File: config.mk
export PLATFORM = sky130hd
export DESIGN_NAME = shift_sequencer_flat
export DESIGN_NICKNAME = d
export VERILOG_FILES = /design/src/rtl/shift_sequencer_pkg.sv /design/src/rtl/shift_sequencer_if.sv /design/src/rtl/shift_sequencer_shifter.sv /design/src/rtl/shift_sequencer.sv /design/src/flat_wrapper.sv
export SDC_FILE = /design/constraint.sdc
export NUM_CORES = 1
export LEC_CHECK = 0
export ABC_AREA = 1
export ABC_CLOCK_PERIOD_IN_PS = 1300
export BUFFER_PORTS_ARGS = -buffer_cell sky130_fd_sc_hd__buf_2
export CORE_MARGIN = 2
export CORE_UTILIZATION = 35
export DETAILED_ROUTE_END_ITERATION = 10
export GPL_TIMING_DRIVEN = 0
export PLACE_DENSITY = 0.61
export SLEW_MARGIN = 10
export SYNTH_ARGS = -nofsm -noshare
export SYNTH_HDL_FRONTEND = slang
export SYNTH_SLANG_ARGS = --single-unit
export TNS_END_PERCENT = 20
File: constraint.sdc
create_clock -name clk -period 1.3 [get_ports clk]
set_input_delay 0.13 -clock clk [delete_from_list [all_inputs] [get_ports clk]]
set_output_delay 0.13 -clock clk [all_outputs]
set_load 0.02 [all_outputs]
File: src/rtl/shift_sequencer_pkg.sv
// rtl/shift_sequencer_pkg.sv - shared state and op encodings for the shift sequencer
package shift_seq_pkg;

    typedef enum logic [1:0] {
        S_IDLE  = 2'b00,
        S_SHIFT = 2'b01,
        S_DONE  = 2'b10
    } state_t;

    localparam logic [1:0] OP_PASS = 2'b00;
    localparam logic [1:0] OP_LSL  = 2'b01;
    localparam logic [1:0] OP_LSR  = 2'b10;
    localparam logic [1:0] OP_ASR  = 2'b11;

    localparam int DATA_W = 16;

endpackage

File: src/rtl/shift_sequencer_if.sv
// rtl/shift_sequencer_if.sv - request/result bundle between control FSM and shift sequencer
// abort is present only when SHIFT_SEQ_ABORT_EN is defined.
interface shift_sequencer_if #(parameter int AMT_W = 4);

    logic             start;
    logic [15:0]      in;
    logic [1:0]       op;
    logic [AMT_W-1:0] amount;
`ifdef SHIFT_SEQ_ABORT_EN
    logic             abort;
`endif
    logic             busy;
    logic             done;
    logic [15:0]      result;

`ifdef SHIFT_SEQ_ABORT_EN
    modport master (output start, in, op, amount, abort, input busy, done, result);
    modport slave  (input start, in, op, amount, abort, output busy, done, result);
`else
    modport master (output start, in, op, amount, input busy, done, result);
    modport slave  (input start, in, op, amount, output busy, done, result);
`endif

endinterface

File: src/rtl/shift_sequencer_shifter.sv
// rtl/shift_sequencer_shifter.sv - datapath 1-bit shifter (pass/LSL/LSR/ASR)
module shifter
    import shift_seq_pkg::*;
(
    input  logic [15:0] a,
    input  logic [1:0]  shift,
    output logic [15:0] y
);

    always_comb begin
        y = a;
        case (shift)
            OP_LSL:  y = {a[14:0], 1'b0};
            OP_LSR:  y = {1'b0, a[15:1]};
            OP_ASR:  y = {a[15], a[15:1]};
            default: y = a;
        endcase
    end

endmodule

File: src/rtl/shift_sequencer.sv
// rtl/shift_sequencer.sv - multi-cycle shift controller iterating the 1-bit shifter
// Optional abort of an in-flight shift when SHIFT_SEQ_ABORT_EN is defined.
module shift_sequencer
    import shift_seq_pkg::*;
#(
    parameter int AMT_W = 4
) (
    input  logic              clk,
    input  logic              reset,
    shift_sequencer_if.slave  bus
);

    state_t           state;
    logic [15:0]      acc;
    logic [AMT_W-1:0] cnt;
    logic [1:0]       op_r;
    logic [15:0]      shift_y;

    shifter u_shifter (
        .a     (acc),
        .shift (op_r),
        .y     (shift_y)
    );

    // result and done are loaded on the edge that enters S_DONE, so the
    // pulse and the valid result line up in the same cycle.
    always_ff @(posedge clk) begin
        if (reset) begin
            state      <= S_IDLE;
            acc        <= '0;
            cnt        <= '0;
            op_r       <= OP_PASS;
            bus.busy   <= 1'b0;
            bus.done   <= 1'b0;
            bus.result <= '0;
        end else begin
            bus.done <= 1'b0;
            case (state)
                S_IDLE: begin
                    if (bus.start) begin
                        acc      <= bus.in;
                        cnt      <= bus.amount;
                        op_r     <= bus.op;
                        bus.busy <= 1'b1;
                        if (bus.amount == '0 || bus.op == OP_PASS) begin
                            state      <= S_DONE;
                            bus.result <= bus.in;
                            bus.done   <= 1'b1;
                        end else begin
                            state <= S_SHIFT;
                        end
                    end
                end
                S_SHIFT: begin
`ifdef SHIFT_SEQ_ABORT_EN
                    if (bus.abort) begin
                        state    <= S_IDLE;
                        bus.busy <= 1'b0;
                    end else
`endif
                    begin
                        acc <= shift_y;
                        cnt <= cnt - 1'b1;
                        if (cnt == AMT_W'(1)) begin
                            state      <= S_DONE;
                            bus.result <= shift_y;
                            bus.done   <= 1'b1;
                        end
                    end
                end
                S_DONE: begin
                    state    <= S_IDLE;
                    bus.busy <= 1'b0;
                end
                default: begin
                    state    <= S_IDLE;
                    bus.busy <= 1'b0;
                end
            endcase
        end
    end

endmodule

File: src/flat_wrapper.sv
// flat-port wrapper written by rule: the top's interface ports become plain ports
module shift_sequencer_flat import shift_seq_pkg::*;
#(
    parameter int AMT_W = 4
)
  (clk, reset, bus_start, bus_in, bus_op, bus_amount, bus_busy, bus_done, bus_result);
  shift_sequencer_if #(.AMT_W(AMT_W)) bus_i ();
  input  logic clk;
  input  logic reset;
  input wire logic [$bits(bus_i.start)-1:0] bus_start;
  input wire logic [$bits(bus_i.in)-1:0] bus_in;
  input wire logic [$bits(bus_i.op)-1:0] bus_op;
  input wire logic [$bits(bus_i.amount)-1:0] bus_amount;
  output wire logic [$bits(bus_i.busy)-1:0] bus_busy;
  output wire logic [$bits(bus_i.done)-1:0] bus_done;
  output wire logic [$bits(bus_i.result)-1:0] bus_result;
  assign bus_i.start = bus_start;
  assign bus_i.in = bus_in;
  assign bus_i.op = bus_op;
  assign bus_i.amount = bus_amount;
  assign bus_busy = bus_i.busy;
  assign bus_done = bus_i.done;
  assign bus_result = bus_i.result;
  shift_sequencer #(.AMT_W(AMT_W)) u_core (.clk(clk), .reset(reset), .bus(bus_i));
endmodule
After elaboration in Yosys (flattened, before gate mapping) --
Cells that the tools add are included.
Storage, ports and cells: flip-flop bits (word level) 42
Operators by class: $add $sub $neg 1, equal/unequal tests 8, muxes and demuxes 19, bitwise gates (word level) 1, reductions and logical operators 10
Operators by type and width (count):
- $mux W16 | 4
- $pmux W16 S2 | 2
- $pmux W16 S3 | 1
- $pmux W4 S2 | 1
- $reduce_and A2 Y1 | 4
- $mux W2 | 3
- $eq A2 B1 Y1 const B | 2
- $eq A2 B2 Y1 const B | 2
- $eq A4 B1 Y1 const B | 1
- $logic_not A2 Y1 | 2
- $logic_not A4 Y1 | 1
- $mux W1 | 4
- $mux W4 | 1
- $ne A2 B1 Y1 const B | 2
- $pmux W1 S2 | 2
- $pmux W2 S2 | 1
- $reduce_and A4 Y1 | 1
- $sub A4 B1 Y4 const B | 1
- $ne A2 B2 Y1 const B | 1
- $reduce_bool A2 Y1 | 1
- $logic_or A1 B1 Y1 | 1
- $not A1 Y1 | 1

Depth between registers and ports, before layout --
Gate-level depths: netlist of run 1.
depth in word-level cells 5, depth in mapped cells 10, gate-level depth less buffers 9

By module --
From an unflattened synthesis of run 1, not the netlist that was laid out.
Unflattened totals: cell total of the unflattened synthesis 339, area total of the unflattened synthesis 2259.7 um2
By module, submodules not included:
- shift_sequencer | times used 1, cells an instance 268, area each 1896.8 um2, sequential area each 840.8 um2
- shifter | times used 1, cells an instance 71, area each 362.8 um2, sequential area each 0.0 um2

Worst setup path after synthesis of run 1 --
No wires, ideal clock.
path type register -> register, from register u_core.cnt[1], to register u_core.bus.result[6], setup time 112 ps, data arrival time 1086 ps, slack 103 ps, stages on the path, launching flop included 10, path buffers 1, period minus slack after synthesis 1197 ps, path through dfxtp_1 -> inv_1 -> ha_1 -> nand3_1 -> nand2_1 -> nand2_2 -> buf_2 -> nand2_1 -> nand2_1 -> nor2_1
On the way: cells in the longest elaborated chain, start to end 3
RTL lines:
- start, declared | RTL line shift_sequencer.sv:15 | logic [AMT_W-1:0] cnt;
- start signal, assigned | RTL line shift_sequencer.sv:42 | cnt <= bus.amount;
- start signal, assigned | RTL line shift_sequencer.sv:63 | cnt <= cnt - 1'b1;
- $eq A4 B1 Y1 | RTL line shift_sequencer.sv:64 | if (cnt == AMT_W'(1)) begin
- $ne A2 B1 Y1 (no source line)
- $reduce_and A4 Y1 (no source line)
- end signal, assigned | RTL line shift_sequencer.sv:47 | bus.result <= bus.in;
- end signal, assigned | RTL line shift_sequencer.sv:66 | bus.result <= shift_y;
- end, declared | RTL line shift_sequencer_if.sv:21 | modport slave (input start, in, op, amount, output busy, done, result);
No other way between the ends. A chain may end at the register's enable or synchronous reset.

Final worst setup path of run 1 --
from register u_core.cnt[3], to register u_core.bus.result[13]
Same word-level chain as after synthesis.

==> results by group, run 1 <==
Floorplan
  – Effective utilization at floorplan: 36.2%
  – Die X: 82.3 µm
  – Total core area: 5920 µm²
  – Die Span Y: 82.3 µm
  – Die area: 6770 µm²
  – Row count: 28
  – Ports: 43

Power and ir drop
  – Total Power: 3.80 mW
  – Worst vdd ir: 0.603 mV
  – Leak: 1.42 nW
  – Cell area power density: 1320 nW/µm²

Routing
  – DR pass1 iterations: 4
  – DR WL/cell: 12.6 µm
  – WL met1: 2.94 mm
  – Metal3 WL: 296 µm
  – Via count: 2291
  – Post-route DRC: 0
  – Met2 WL: 2.78 mm
  – Top routing layer used: met4
  – Antenna Violating Nets Remaining: 0
  – DR iter-0 viols: 100
  – Vias/cell: 4.75
  – WL final: 6.06 mm

Timing
  – Slew Limit Headroom: 55.8%
  – Final worst path period need: 1330 ps
  – RSZ-0062 raised after global routing: yes
  – Hold Fails Final Rpt: 0
  – FMAX: 751 MHz
  – Final Skew: 4.40 ps
  – Setup_tns: -177 ps
  – Fin worst setup slack: -31.9 ps
  – Period utilization: 102%
  – Number of setup violations in the final report: 14
  – Slew @ Worst Pin: 664 ps
  – Slew Viols, Final: 0
  – Hold WS: 77.2 ps

Worst setup path
  – Crit path max-delay family: simple AND/OR/NAND/NOR gates
  – Crit-path max FO: 8
  – CP peak stage delay: 340 ps
  – Crit-path cells: nor2_1 -> nand3_2 -> nand2_4 -> nand2_8 -> clkbuf_16 -> nor2_1 -> nor2_1
  – CP endpoint kind: register
  – Most used cell, CP: nor2_1
  – Worst EP required: 1490 ps
  – Crit path kind: reg -> reg
  – Worst path buffer plus inverter count: 1
  – Worst EP arrival: 1530 ps
  – Worst R2R Setup Slack: -30 ps
  – Critical Path Start Type: register
  – Slowest CP cell: dfxtp_1

Yosys
  – Cells taking the most area after synthesis: dfxtp_1 (39%), nand2_1 (24%), nor2_1 (8.2%), inv_1 (4.6%), nand3_1 (4.4%)
  – Distinct cell type count after synthesis: 21
  – Most area-hungry cell type in the Yosys netlist: dfxtp_1
  – Seq cells post-synth: 42
  – Mapped Cells: 346
  – Post-synth top area share: 39.2%
  – Avg Inst Size Synth: 6.19 µm²
  – Prevailing post-synth register cell: dfxtp_1
  – Post-synth EDFFs: 0
  – List of most frequent post-synthesis cells: nand2_1 (137), nor2_1 (47), dfxtp_1 (42), inv_1 (26)
  – Register area share after synthesis: 39.2%
  – Async SR Flop Fraction: 0%
  – Mapped Area: 2140 µm²
  – Synth warn: 0
  – Most numerous cell in the Yosys netlist: nand2_1
  – Net count after synthesis: 373

Final layout
  – Non-filler cells, final: 482
  – Fillers: 626
  – Antenna diodes: 0
  – Design area: 2880 µm²
  – Area growth syn-to-layout: 34.2%
  – Share of layout cells above drive strength 1: 29.2%
  – Net count, final: 433
  – Final Util: 48.6%

CTS
  – H-tree levels: 2
  – CTS tree: done
  – Clk sink count: 42
  – Clock Path Buffers: 2
  – Root buffer cell: clkbuf_8
  – Clock slew at reported path FFs: 80 ps
  – Cts hold-fix bufs: 0
  – Clock latency on the worst-skew pair: 290 ps
  – Num CTS Buffers: 5

Global routing
  – First-pass GRT wire length: 9.43 mm
  – Initial antenna violation count: 0
  – GR Util All Layers: 18.1%
  – Largest net degree at the start of global routing: 13
  – Total grt overflow: 0
  – Vias in the first global route: 2101

Run
  – Max_cap viols: 0

Placement
  – Gp weighted congestion: 0.841
  – Post-placement setup slack: -186 ps
  – Placed cell areas: 2450 µm²
  – Placed Cells: 463
  – DP HPWL: 3.95 mm
  – Port Buffer Count: 42

Status
  – Outcome: finished, violations left
  – Violated checks: negative setup slack

Hold path
  – Worst hold path class: in -> reg
power breakdown:
group | leakage, nW | total (mW) | internal (mW) | switching, mW
sequential | 0.349 | 1.59 | 1.46 | 0.131
combinational | 1.02 | 1.30 | 0.535 | 0.770
clock | 0.0482 | 0.897 | 0.430 | 0.467
total | 1.42 | 3.80 | 2.43 | 1.37
cells by family after synthesis:
| family | synth area share [%] |
|---|---|
| and+or+nand+nor | 38.6 |
| buffers and inverters | 8.87 |
| DFF | 39.2 |
| AOI/OAI and AO/OA | 12.1 |
| adders and majority gates | 1.17 |
worst register-to-register path, stage by stage, from the launching register on:
cell	delay (ps)
dfxtp_1	340
nor2_1	210
nand3_2	130
nand2_4	110
nand2_8	90
clkbuf_16	190
nor2_1	110
nor2_1	60
flip-flops by register name (all words and copies together), names as in the netlist:
register,cells
u_core.state,2
u_core.bus.result,16
u_core.cnt,4
u_core.bus.busy,1
u_core.bus.done,1
u_core.acc,16
u_core.op_r,2
cells in the final DEF (no fill, tap or decap):
cell	count
nand2_1	119
buf_2	44
nor2_1	39
dfxtp_1	37
inv_1	23
o21ai_0	18
nand3_1	17
nand2_2	16
a31oi_1	13
a21oi_1	9
buf_6	8
buf_4	8
clkbuf_8	6
nor2_4	5
nor2_2	5
o21ai_1	5
inv_2	4
clkbuf_1	4
dfxtp_2	4
clkbuf_4	3
nand3_2	2
nand2_4	2
or2_2	2
buf_8	2
a21oi_2	2
clkbuf_16	2
nand2_8	1
clkinv_1	1
o211ai_1	1
nand4_1	1
ha_1	1
ha_4	1
clkinv_2	1
dfxtp_4	1
per-layer routing:
| metal | up-vias | GRT usage (%) |
|---|---|---|
| li1 | 1205 | - |
| met1 | 1033 | 22.9 |
| met2 | 49 | 31.3 |
| met3 | 4 | 3.37 |
| met4 | 0 | 5.33 |
| met5 | - | 0 |
repair_timing:
item / in CTS / in global routing
pin swaps: 1 / 26
buffers inserted: 2 / 5
gates resized for setup: 15 / 62
gates cloned: 0 / 4
endpoints found under the setup margin: 38 / 37
final timing paths:
kind | from | to | cells past startpoint
hold / removal | reset | u_core.state[0] | 2
hold reg to reg | u_core.bus.busy | u_core.bus.busy | 2
setup reg to reg | u_core.cnt[3] | u_core.bus.result[13] | 7
setup / recovery | u_core.cnt[3] | u_core.bus.result[13] | 7
final cells by class:
class | instances | area (µm²) | share of cell area [%]
clock buffer | 7 | 86.3 | 3.00
sequential | 42 | 850 | 29.5
clock inverter | 1 | 5.00 | 0.174
buffer | 17 | 155 | 5.40
tap | 75 | 93.8 | 3.26
inverter | 28 | 105 | 3.66
timing repair buffer | 53 | 329 | 11.4
multi-input combinational | 259 | 1250 | 43.5
Note: power is estimated with default switching activity, not from simulation.
==> run 2: changes to the inputs <==
--- a/config.mk
+++ b/config.mk
@@ -8,3 +8,3 @@
 export ABC_AREA = 1
-export ABC_CLOCK_PERIOD_IN_PS = 1300
+export ABC_CLOCK_PERIOD_IN_PS = 1650
 export BUFFER_PORTS_ARGS = -buffer_cell sky130_fd_sc_hd__buf_2
==> constraint.sdc (replaced) <==
create_clock -name clk -period 1.65 [get_ports clk]
set_input_delay 0.0825 -clock clk [delete_from_list [all_inputs] [get_ports clk]]
set_output_delay 0.0825 -clock clk [all_outputs]
set_load 0.02 [all_outputs]
==> run 2 against run 1 <==
The run now ends clean; worst setup slack better by 220 ps; cell area decreased by 12%; critical path depth grew 1; clock power down 21%; global-route usage hardly changed; via count is 3.3% lower; register-to-register slack better by 220 ps; routed wire length decreased by 8.5%; first-iteration DRC count grew 16%; power fell by 27%; non-clock buffer count down 11; largest cell class unchanged.
==> results by group, run 2 (synthesized netlist as in run 1, its figures left out) <==
Status
  – Outcome: complete, no violations (was finished, violations left)

Hold path
  – Worst hold path class: in -> reg (unchanged)
  – Hold Path Stages: 2 (unchanged)
  – Worst min-delay path startpoint: reset (unchanged)

Placement
  – Gp weighted congestion: 0.841 (unchanged)
  – Placed cell areas: 2450 µm² (unchanged)
  – DP HPWL: 3.95 mm (unchanged)
  – Port Buffer Count: 42 (unchanged)
  – Placed Cells: 463 (unchanged)

Timing
  – Period utilization: 88.6% (was 102%)
  – Number of setup violations in the final report: 0 (was 14)
  – FMAX: 684 MHz (was 751 MHz)
  – RSZ-0062 raised after global routing: no (was yes)
  – Hold WS: 29.8 ps (was 77.2 ps)
  – Hold Fails Final Rpt: 0 (unchanged)
  – Slew Viols, Final: 0 (unchanged)
  – Slew Limit Headroom: 63.5% (was 55.8%)
  – Final worst path period need: 1460 ps (was 1330 ps)
  – Setup_tns: 0 ps (was -177 ps)
  – Slew @ Worst Pin: 548 ps (was 664 ps)
  – Final Skew: 5.04 ps (was 4.40 ps)

Routing
  – Post-route DRC: 0 (unchanged)
  – DR WL/cell: 11.8 µm (was 12.6 µm)
  – DR pass1 iterations: 5 (was 4)
  – Via count: 2216 (was 2291)
  – WL final: 5.55 mm (was 6.06 mm)
  – Vias/cell: 4.70 (was 4.75)
  – DR iter-0 viols: 116 (was 100)
  – Antenna Violating Nets Remaining: 0 (unchanged)

Global routing
  – Initial antenna violation count: 0 (unchanged)
  – Total grt overflow: 0 (unchanged)
  – Vias in the first global route: 2106 (was 2101)
  – Largest net degree at the start of global routing: 13 (unchanged)
  – First-pass GRT wire length: 9.45 mm (was 9.43 mm)
  – GR Util All Layers: 18.2% (was 18.1%)

CTS
  – CTS tree: done (unchanged)
  – Clock Path Buffers: 2 (unchanged)
  – Clock latency on the worst-skew pair: 290 ps (about the same)
  – Root buffer cell: clkbuf_8 (unchanged)
  – Clk sink count: 42 (unchanged)
  – H-tree levels: 2 (unchanged)
  – Num CTS Buffers: 5 (unchanged)
  – Clock slew at reported path FFs: 80 ps (about the same)

Run
  – Max_cap viols: 0 (unchanged)

Floorplan
  – Effective utilization at floorplan: 36.2% (unchanged)
  – Ports: 43 (unchanged)
  – Die area: 6770 µm² (unchanged)
  – Total core area: 5920 µm² (unchanged)
  – Die Span Y: 82.3 µm (unchanged)
  – Row count: 28 (unchanged)
  – Die X: 82.3 µm (unchanged)

Final layout
  – Most frequent cells in the layout: nand2_1 (136), buf_2 (53), nor2_1 (47) (was nand2_1 (119), buf_2 (44), nor2_1 (39))
  – Final Util: 42.9% (was 48.6%)
  – Largest registers: u_core.acc (16), u_core.bus.result (16), u_core.cnt (4) (unchanged)
  – Net count, final: 422 (was 433)
  – Fillers: 649 (was 626)
  – Non-filler cells, final: 471 (was 482)
  – Commonest non-fill, non-tap cell in the layout: nand2_1 (unchanged)
  – Antenna diodes: 0 (unchanged)
  – Area growth syn-to-layout: 18.6% (was 34.2%)
  – Design area: 2540 µm² (was 2880 µm²)
  – Share of layout cells above drive strength 1: 17.4% (was 29.2%)

Worst setup path
  – Crit-path max FO: 10 (was 8)
  – Crit path kind: reg -> reg (unchanged)
  – Worst EP arrival: 1690 ps (was 1530 ps)
  – Critical Path Start Type: register (unchanged)
  – Worst EP required: 1880 ps (was 1490 ps)
  – Worst Setup SP: u_core.state[0] (was u_core.cnt[3])
  – Worst R2R Path Depth: 8 (was 7)
  – R2R Path Start: u_core.state[0] (was u_core.cnt[3])
  – CP endpoint kind: register (unchanged)

Power and ir drop
  – Combinational Power Share: 29.2% (was 34.4%)
  – Switching share of power: 35.6% (was 36.0%)
  – Worst vdd ir: 0.466 mV (was 0.603 mV)
  – Reg power frac: 45.2% (was 42.0%)
  – Sw Pwr: 980 µW (was 1.37 mW)
  – Cell area power density: 1080 nW/µm² (was 1320 nW/µm²)
  – Cell Int Power: 1.77 mW (was 2.43 mW)
  – Clock power frac: 25.6% (was 23.6%)
  – Leak: 1.30 nW (was 1.42 nW)
==> run 2: routing by layer <==
| layer | vias up | wire [µm] | global-route usage, % |
|---|---|---|---|
| li1 | 1183 | - | - |
| met1 | 981 | 2740 | 22.9 |
| met2 | 43 | 2490 | 31.4 |
| met3 | 9 | 241 | 3.37 |
| met4 | 0 | 80 | 5.33 |
| met5 | - | 0 | 0 |
==> run 2: worst paths after layout <==
path                               end  slack (ps)
hold reg to reg        u_core.bus.busy         470
setup / recovery  u_core.bus.result[3]         190
setup reg to reg  u_core.bus.result[3]         190
hold / removal           u_core.cnt[3]          30
==> run 2: final cells by class <==
type / instances / area [µm²] / area share, %
Tap cell: 75 / 93.8 / 3.69
Multi-Input combinational cell: 259 / 1110 / 43.9
Sequential cell: 42 / 841 / 33.1
Clock inverter: 1 / 5.00 / 0.197
Buffer: 17 / 85.1 / 3.35
Clock buffer: 7 / 86.3 / 3.40
Inverter: 28 / 105 / 4.14
Timing Repair Buffer: 42 / 210 / 8.27
==> run 2: stage by stage <==
step | worst slack (ps) | power (mW)
finish | 188 | 2.75
global route | 14.4 | 2.95
CTS | 161 | 2.77
detailed placement | 164 | 2.07
global placement | 180 | 2.06
floorplan | 453 | 1.83
==> run 2: worst max-delay path: stages, from the launching register on <==
cell and delay (ps):
dfxtp_1 360, inv_1 50, nor2_1 150, buf_2 260
buf_2 280, nand2_1 110, nand2_1 70, nor2_1 40
nor2_1 90
==> run 2: power by group through the flow <==
stage,logic (mW),registers (mW),clock network [mW]
detailed placement,0.801,1.27,0
global route,0.933,1.26,0.752
CTS,0.805,1.24,0.723
floorplan,0.517,1.32,0
global placement,0.797,1.27,0
finish,0.803,1.25,0.706
==> run 2: timing repair <==
| item | in CTS | in global routing |
|---|---|---|
| hold buffers | 0 | 0 |
| endpoints found under the setup margin | 0 | 6 |
| gates resized for setup | 0 | 1 |
| hold endpoints to repair | 0 | 0 |
| setup buffers | 0 | 0 |
==> run 3: changes to the inputs <==
CELL_PAD_IN_SITES_DETAIL_PLACEMENT = 1   (was default)
CELL_PAD_IN_SITES_GLOBAL_PLACEMENT = 1   (was default)
CTS_BUF_LIST = sky130_fd_sc_hd__clkbuf_4 sky130_fd_sc_hd__clkbuf_8   (was default)
PLACE_DENSITY = 0.79   (was 0.61)
SYNTH_HIERARCHICAL = 1   (was default)
==> run 3 against run 2 <==
Critical path type unchanged; via count up 7.7%; sequential power about the same; highest routed layer unchanged; clock power increased by 20%; synthesized area rose by 5.4%; flip-flop and latch count stayed put.
==> results by group, run 3 <==
Status
  – Outcome: complete, no violations (unchanged)

Timing
  – Hold Fails Final Rpt: 0 (unchanged)
  – Slew @ Worst Pin: 514 ps (was 548 ps)
  – Setup_tns: 0 ps (unchanged)
  – RSZ-0062 raised after global routing: no (unchanged)
  – Final worst path period need: 1530 ps (was 1460 ps)
  – Number of setup violations in the final report: 0 (unchanged)
  – Hold WS: 56.3 ps (was 29.8 ps)
  – Period utilization: 93.0% (was 88.6%)
  – FMAX: 652 MHz (was 684 MHz)
  – Slew Limit Headroom: 65.8% (was 63.5%)
  – Final Skew: 8.41 ps (was 5.04 ps)
  – Slew Viols, Final: 0 (unchanged)

CTS
  – Cts hold-fix bufs: 0 (unchanged)
  – Clock slew at reported path FFs: 90 ps (was 80 ps)
  – Clock latency on the worst-skew pair: 300 ps (was 290 ps)
  – CTS tree: done (unchanged)
  – Num CTS Buffers: 5 (unchanged)
  – Clk sink count: 42 (unchanged)
  – Clock Path Buffers: 2 (unchanged)
  – Root buffer cell: clkbuf_8 (unchanged)
  – H-tree levels: 2 (unchanged)

Yosys
  – Mapped Cells: 339 (was 346)
  – Most area-hungry cell type in the Yosys netlist: dfxtp_1 (unchanged)
  – Distinct cell type count after synthesis: 24 (was 21)
  – Synth warn: 6 (was 0)
  – Seq cells post-synth: 42 (unchanged)
  – Net count after synthesis: 366 (was 373)
  – Mapped Area: 2260 µm² (was 2140 µm²)
  – Post-synth EDFFs: 0 (unchanged)
  – Async SR Flop Fraction: 0% (unchanged)
  – Cells taking the most area after synthesis: dfxtp_1 (37%), nand2_1 (13%), nand3_1 (11%), a21oi_1 (8.2%), o21ai_0 (7.8%) (was dfxtp_1 (39%), nand2_1 (24%), nor2_1 (8.2%), inv_1 (4.6%), nand3_1 (4.4%))
  – Register area share after synthesis: 37.2% (was 39.2%)
  – List of most frequent post-synthesis cells: nand2_1 (80), nand3_1 (51), dfxtp_1 (42), a21oi_1 (37), o21ai_0 (35) (was nand2_1 (137), nor2_1 (47), dfxtp_1 (42), inv_1 (26))
  – Prevailing post-synth register cell: dfxtp_1 (unchanged)
  – Avg Inst Size Synth: 6.67 µm² (was 6.19 µm²)
  – Most numerous cell in the Yosys netlist: nand2_1 (unchanged)
  – Post-synth top area share: 37.2% (was 39.2%)

Global routing
  – Initial antenna violation count: 0 (unchanged)
  – Largest net degree at the start of global routing: 15 (was 13)
  – Total grt overflow: 0 (unchanged)
  – GR Util All Layers: 18.9% (was 18.2%)
  – Vias in the first global route: 2329 (was 2106)
  – First-pass GRT wire length: 11.0 mm (was 9.45 mm)

Placement
  – DP HPWL: 4.82 mm (was 3.95 mm)
  – Port Buffer Count: 42 (unchanged)
  – Gp weighted congestion: 0.833 (was 0.841)

Final layout
  – Area growth syn-to-layout: 18.6% (about the same)
  – Most frequent cells in the layout: nand2_1 (80), nand3_1 (51), buf_2 (47) (was nand2_1 (136), buf_2 (53), nor2_1 (47))
  – Share of layout cells above drive strength 1: 19.3% (was 17.4%)
  – Fillers: 881 (was 649)
  – Antenna diodes: 0 (unchanged)
  – Area of the multi-input gates: 1160 µm² (was 1110 µm²)
  – Largest registers: u_core/acc (16), u_core/bus.result (16), u_core/cnt (4) (was u_core.acc (16), u_core.bus.result (16), u_core.cnt (4))
  – Commonest non-fill, non-tap cell in the layout: nand2_1 (unchanged)
  – Net count, final: 415 (was 422)
  – Register area: 841 µm² (unchanged)

Floorplan
  – Die X: 84.4 µm (was 82.3 µm)
  – Total core area: 6310 µm² (was 5920 µm²)
  – Ports: 43 (unchanged)
  – Die area: 7110 µm² (was 6770 µm²)
  – Die Span Y: 84.4 µm (was 82.3 µm)
  – Effective utilization at floorplan: 35.8% (was 36.2%)
  – Row count: 29 (was 28)

Worst setup path
  – CP endpoint kind: register (unchanged)
  – CP peak stage delay: 360 ps (about the same)
  – Worst EP arrival: 1740 ps (was 1690 ps)
  – Critical Path Start Type: register (unchanged)
  – Worst path buffer plus inverter count: 3 (unchanged)
  – Worst EP required: 1860 ps (was 1880 ps)
  – Crit path kind: reg -> reg (unchanged)
  – Crit-path cells: buf_6 -> inv_4 -> buf_6 -> nand3_1 -> nand3_1 -> o21ai_0 -> nand3_1 -> nand2_1 -> nor2_1 (was inv_1 -> nor2_1 -> buf_2 -> buf_2 -> nand2_1 -> nand2_1 -> nor2_1 -> nor2_1)
  – Most used cell, CP: nand3_1 (was nor2_1)
  – Crit path max-delay family: simple AND/OR/NAND/NOR gates (was buffers and inverters)
  – Slowest CP cell: dfxtp_1 (unchanged)
  – Crit-path max FO: 10 (unchanged)

Routing
  – DR pass1 iterations: 4 (was 5)
  – DR iter-0 viols: 87 (was 116)
  – WL final: 6.44 mm (was 5.55 mm)
  – DR WL/cell: 13.8 µm (was 11.8 µm)
  – Post-route DRC: 0 (unchanged)
  – Vias/cell: 5.12 (was 4.70)
  – Antenna Violating Nets Remaining: 0 (unchanged)
  – Via count: 2386 (was 2216)

Power and ir drop
  – Switching share of power: 35.8% (was 35.6%)
  – Leak: 1.29 nW (was 1.30 nW)
  – Clock power frac: 28.5% (was 25.6%)
  – Reg power frac: 41.7% (was 45.2%)
  – Combinational Power Share: 29.8% (was 29.2%)
  – Worst vdd ir: 0.476 mV (was 0.466 mV)
  – Cell Int Power: 1.91 mW (was 1.77 mW)
  – Cell area power density: 1110 nW/µm² (was 1080 nW/µm²)
  – Sw Pwr: 1.06 mW (was 980 µW)

Run
  – Max_cap viols: 0 (unchanged)

Hold path
  – Worst hold path class: in -> reg (unchanged)
-- run 3: cell count changes after synthesis, moves of 6 or more --
cell,before,now
nand2_1,137,80
nand3_1,19,51
a21oi_1,11,37
o21ai_0,19,35
a31oi_1,13,0
nor2_1,47,34
buf_2,11,5
buf_6,0,6
-- run 3: final timing paths --
kind	slack, ps	startpoint	endpoint	cells after the start
worst min-delay path	60	reset	u_core/state[0]	2
worst max-delay path	120	u_core/op_r[1]	u_core/bus.result[14]	9
worst max register to register	120	u_core/op_r[1]	u_core/bus.result[14]	9
worst min register to register	470	u_core/bus.busy	u_core/bus.busy	2
-- run 3: area by class of cell --
class                   count  share of cell area, %
flip-flops and latches     42                   31.4
well taps                  77                   3.59
clock buffers               5                   2.57
repair buffers             42                   7.84
clock inverters             3                   1.68
plain buffers              21                   5.74
inverters                  26                   3.73
multi-input cells         250                   43.5
-- run 3: cells by family (layout without fill, tap and decap cells) --
group / count (synthesis) / count (layout) / synth area share (%)
simple gates: 172 / 172 / 33.6
compound gates: 76 / 76 / 16.8
buf+inv: 47 / 97 / 11.2
flops: 42 / 42 / 37.2
fa+ha+maj: 2 / 2 / 1.11
-- run 3: metrics by stage --
step                      power [mW]  utilization (%)  instances  cell area (µm²)  setup slack (ps)
after floorplan                 1.88                -        339             2260               396
after global placement          2.12             40.6        458             2570              93.5
after detailed placement        2.14             40.6        458             2570              64.3
after CTS                       3.00             42.4        466             2680              56.2
after global routing            3.16             42.4        466             2680              6.53
final                           2.97             42.4        466             2680               116
-- run 3: power groups by stage --
| stage | Clock (mW) | Combinational, mW | Sequential (mW) |
|---|---|---|---|
| floorplan | 0 | 0.568 | 1.31 |
| global placement | 0 | 0.862 | 1.26 |
| detailed placement | 0 | 0.880 | 1.26 |
| CTS | 0.871 | 0.886 | 1.24 |
| global route | 0.908 | 0.996 | 1.26 |
| finish | 0.848 | 0.887 | 1.24 |
-- run 3: timing repair --
item / CTS / global route
setup endpoints to repair: 0 / 3
gates resized for setup: 0 / 3
setup buffers: 0 / 0
-- run 3: metal layers --
layer	global-route usage, %	part of all wire [%]
met5	0	0
met4	6.64	1.4
met3	2.56	3.4
met2	31.0	46
met1	25.6	49
